`src/rtl/mac_seq.sv`:
```
// -----------------------------------------------------------------------------
// mac_seq
//
// Vector sequencer placed directly upstream of a multiply-accumulate unit.
// It clears the MAC, streams exactly LEN signed (w, x) operand pairs into it
// through registered w/x/en lines, captures the final accumulator value and
// presents it as a single result beat on a valid/ready output.
//
// Ports:
//   clk        in   1        clock, all state updates on rising edge
//   rst        in   1        synchronous active-high reset
//   in_valid   in   1        operand pair valid
//   in_ready   out  1        sequencer can accept a pair (ACCUM only)
//   in_w       in   WIDTH    signed weight
//   in_x       in   WIDTH    signed activation
//   mac_rst    out  1        to MAC rst (reset or CLEAR state)
//   mac_en     out  1        to MAC en, registered
//   mac_w      out  WIDTH    to MAC w, registered
//   mac_x      out  WIDTH    to MAC x, registered
//   mac_out    in   2*WIDTH  MAC accumulator, signed
//   res_valid  out  1        result valid
//   res_ready  in   1        consumer accepts result
//   res_data   out  2*WIDTH  signed dot-product result
// -----------------------------------------------------------------------------
module mac_seq #(
  parameter int WIDTH = 8,
  parameter int LEN   = 4
) (
  input  logic                 clk,
  input  logic                 rst,
  input  logic                 in_valid,
  output logic                 in_ready,
  input  logic [WIDTH-1:0]     in_w,
  input  logic [WIDTH-1:0]     in_x,
  output logic                 mac_rst,
  output logic                 mac_en,
  output logic [WIDTH-1:0]     mac_w,
  output logic [WIDTH-1:0]     mac_x,
  input  logic [2*WIDTH-1:0]   mac_out,
  output logic                 res_valid,
  input  logic                 res_ready,
  output logic [2*WIDTH-1:0]   res_data
);

  localparam int CW = $clog2(LEN + 1);
  localparam logic [CW-1:0] LAST = CW'(LEN - 1);

  typedef enum logic [2:0] {
    CLEAR,
    ACCUM,
    DRAIN,
    CAPTURE,
    HOLD
  } state_t;

  state_t               state_q, state_d;
  logic [CW-1:0]        count_q, count_d;
  logic                 mac_en_q, mac_en_d;
  logic [WIDTH-1:0]     mac_w_q, mac_w_d;
  logic [WIDTH-1:0]     mac_x_q, mac_x_d;
  logic                 res_valid_q, res_valid_d;
  logic [2*WIDTH-1:0]   res_data_q, res_data_d;

  // Next-state and datapath logic. mac_en defaults low so every cycle that
  // does not accept a pair becomes a bubble; w/x hold their last value.
  // DRAIN exists because the MAC only absorbs the final pair one edge after
  // it is accepted, and CAPTURE samples the accumulator one edge after that.
  always_comb begin
    state_d     = state_q;
    count_d     = count_q;
    mac_en_d    = 1'b0;
    mac_w_d     = mac_w_q;
    mac_x_d     = mac_x_q;
    res_valid_d = res_valid_q;
    res_data_d  = res_data_q;

    unique case (state_q)
      CLEAR: begin
        state_d = ACCUM;
      end

      ACCUM: begin
        if (in_valid) begin
          mac_w_d  = in_w;
          mac_x_d  = in_x;
          mac_en_d = 1'b1;
          if (count_q == LAST) begin
            count_d = '0;
            state_d = DRAIN;
          end else begin
            count_d = count_q + CW'(1);
          end
        end
      end

      DRAIN: begin
        state_d = CAPTURE;
      end

      CAPTURE: begin
        res_data_d  = mac_out;
        res_valid_d = 1'b1;
        state_d     = HOLD;
      end

      HOLD: begin
        if (res_ready) begin
          res_valid_d = 1'b0;
          state_d     = CLEAR;
        end
      end

      default: begin
        state_d = CLEAR;
      end
    endcase
  end

  // State register. Reset discards any partial vector or pending result;
  // the FSM restarts in CLEAR so the MAC is cleared before new pairs flow.
  always_ff @(posedge clk) begin
    if (rst) begin
      state_q     <= CLEAR;
      count_q     <= '0;
      mac_en_q    <= 1'b0;
      mac_w_q     <= '0;
      mac_x_q     <= '0;
      res_valid_q <= 1'b0;
      res_data_q  <= '0;
    end else begin
      state_q     <= state_d;
      count_q     <= count_d;
      mac_en_q    <= mac_en_d;
      mac_w_q     <= mac_w_d;
      mac_x_q     <= mac_x_d;
      res_valid_q <= res_valid_d;
      res_data_q  <= res_data_d;
    end
  end

  // mac_rst follows rst directly so the MAC is held cleared during reset,
  // even before the state register has settled into CLEAR.
  always_comb begin
    mac_rst  = rst | (state_q == CLEAR);
    in_ready = (state_q == ACCUM);
  end

  assign mac_en    = mac_en_q;
  assign mac_w     = mac_w_q;
  assign mac_x     = mac_x_q;
  assign res_valid = res_valid_q;
  assign res_data  = res_data_q;

endmodule

```
`config.mk`:
```
export PLATFORM = sky130hd
export DESIGN_NAME = mac_seq
export DESIGN_NICKNAME = d
export VERILOG_FILES = /design/src/rtl/mac_seq.sv
export SDC_FILE = /design/constraint.sdc
export NUM_CORES = 1
export LEC_CHECK = 0
export BUFFER_PORTS_ARGS = -buffer_cell sky130_fd_sc_hd__buf_4
export CELL_PAD_IN_SITES_DETAIL_PLACEMENT = 1
export CELL_PAD_IN_SITES_GLOBAL_PLACEMENT = 1
export CORE_MARGIN = 2
export CORE_UTILIZATION = 34
export CTS_CLUSTER_DIAMETER = 40
export DETAILED_ROUTE_END_ITERATION = 6
export GPL_ROUTABILITY_DRIVEN = 0
export PLACE_DENSITY = 0.8
export SETUP_SLACK_MARGIN = 0.02
export SLEW_MARGIN = 30
export SYNTH_ARGS = -nofsm -noshare
export SYNTH_HDL_FRONTEND = slang
export SYNTH_SLANG_ARGS = --single-unit
```
`constraint.sdc`:
```
create_clock -name clk -period 3.1 [get_ports clk]
set_clock_uncertainty 0.05 [all_clocks]
set_input_delay 0.31 -clock clk [delete_from_list [all_inputs] [get_ports clk]]
set_output_delay 0.31 -clock clk [all_outputs]
set_load 0.005 [all_outputs]
```
==> reports/qor.yml <==
area_growth_pct: 40.7
synth_ff_type: "dfxtp_1"
grt_pass1_vias: 1332
p_leak_nw: 0.892
grt_antenna_before_repair: 0
synth-seq-area-share_pct: 53.8
post-route-period-util_pct: 56.1
grt_pass1_wl_mm: 5.85
yosys.area_share.adder_pct: 0.840
synth_area_per_cell_um2: 8.23
syn-num-nets: 218
cts_tree: "built"
ctsResizeCount: 0
whs_ns: 0.215
max-cap-violations: 0
final_common_cell: "buf_4"
setup_viol: 0
placed_cells: 290
portBuffers: 71
finalHoldViolCount: 0
clk_pin_slew_ns: 0.08
clock-sinks: 40
rsz0062_at_grt: "no"
cp.arrival_ns: 1.85
drive_above_1_share_pct: 32.5
yosys_register_bits: 40
synth_top_family_by_area: "simple AND/OR/NAND/NOR gates"
synth-xor-area-share_pct: 0
power_mw: 0.966
clock_latency_ns: 0.28
dp_hpwl_mm: 2.47
synth.cell_area_mm2: 0.00149
muxShareOfSynthArea_pct: 0
cts_root_buf: "clkbuf_8"
instances_no_fill: 298
grt-ovfl-total: 0
required_ns: 3.21
final_cell_mix: "buf_4, nand2_1, dfxtp_1"
num_rows: 24
cts_buffer_depth: 2
drc: 0
period_needed_ns: 1.74
finalSetupTns_ns: 0
p_per_area_mw_per_mm2: 461
synth_compound_area_share_pct: 14.5
ys_types: 23
fmax_mhz: 575
cp-end-kind: "register"
nNetsFinal: 282
drt_iter0_markers: 65
ctsHoldBuffers: 0
die_h_um: 70.2
wl_per_cell_um: 11.8
async_flop_share_pct: 0
post_drt_via_cell_ratio: 4.63
maxSlewViolCount: 0
grt.total_usage_pct: 14.8
ant_nets: 0
dieArea_mm2: 0.00492
netlist_instances: 181
ir_drop_mv: 0.271
synth_edf_count: 0
grt_max_degree: 42
yosys_warnings: 0
path_class: "register to register"
postCtsSetupRepairBufs: 0
tightest_slew_ns: 0.781
worstSetupStartpointType: "register"
synth-simple-area-share_pct: 25.0
dr.pass1.iters: 4
fin_util_pct: 48.8
hp-class: "input port to register"
critPathMaxFanout: 19
io_pins: 72
maxSlewHeadroom_pct: 47.7
diodes: 0
cts_htree_levels: 2
finalWirelength_mm: 3.51
numCtsBuffers: 5
die_w_um: 70.2
core_mm2: 0.00429
vias: 1381
start_util_pct: 34.7
status: "finished clean"
metal layers:
layer	share of wire, %	routed length (um)	global-route usage (%)	vias to the layer above
li1	-	-	-	716
met1	43	1510	17.0	628
met2	51	1780	25.4	35
met3	5.3	186	4.76	2
met4	1.0	35	5.77	0
met5	0	0	0	-
where the power goes:
part | switching (mW) | internal (mW) | leakage (nW) | total [mW]
sequential | 0.00764 | 0.526 | 0.325 | 0.533
combinational | 0.0354 | 0.0509 | 0.516 | 0.0863
clock | 0.169 | 0.177 | 0.0510 | 0.347
cells by family after synthesis:
kind of cell	after synthesis
AO/OA/AOI/OAI	41
adder cells (fa/ha/maj)	1
buffers and inverters	15
flip-flops	40
AND/OR/NAND/NOR	84
worst max-delay path, cell delays in order, from the launching register on:
cell       delay, ns
dfxtp_1         0.51
nand4bb_1       0.68
nand2_1         0.27
a21oi_1         0.10
flip-flops by register name (all words and copies together), names as in the netlist:
register / count
res_data: 16
mac_en: 1
mac_x: 8
mac_w: 8
count_q: 3
res_valid: 1
state_q: 3
cell type report:
type / count / area, um2
flip-flops and latches: 40 / 801
multi-input cells: 126 / 599
fillers: 552 / 2200
repair buffers: 71 / 533
inverters: 1 / 3.75
well taps: 52 / 65.1
clock buffers: 6 / 82.6
clock inverters: 2 / 10.0
cells in the mapped netlist (3+ instances only):
library cell | instances | area [um2]
buf_2 | 4 | 20.0
dfxtp_1 | 40 | 801
nand2_1 | 66 | 248
a21oi_1 | 37 | 185
nand3b_1 | 3 | 22.5
buf_4 | 3 | 22.5
clkbuf_1 | 4 | 15.0
nand2b_1 | 3 | 18.8
worst paths after layout:
check	start	endpoint	slack [ns]	depth (start not counted)
setup / recovery	state_q[0]$_SDFFE_PP0P_	mac_w[0]$_SDFFE_PP0P_	1.36	3
hold / removal	in_w[4]	mac_w[4]$_SDFFE_PP0P_	0.21	3
setup reg to reg	state_q[0]$_SDFFE_PP0P_	mac_w[0]$_SDFFE_PP0P_	1.36	3
hold reg to reg	mac_x[1]$_SDFFE_PP0P_	mac_x[1]$_SDFFE_PP0P_	0.41	2
stage by stage:
stage	cell area (um2)	worst slack (ns)
after detailed placement	2000	1.33
final	2090	1.36
after global routing	2090	1.12
after CTS	2090	1.32
after global placement	2000	1.37
after floorplan	1490	1.89
Power figures use the tool's default switching activity.
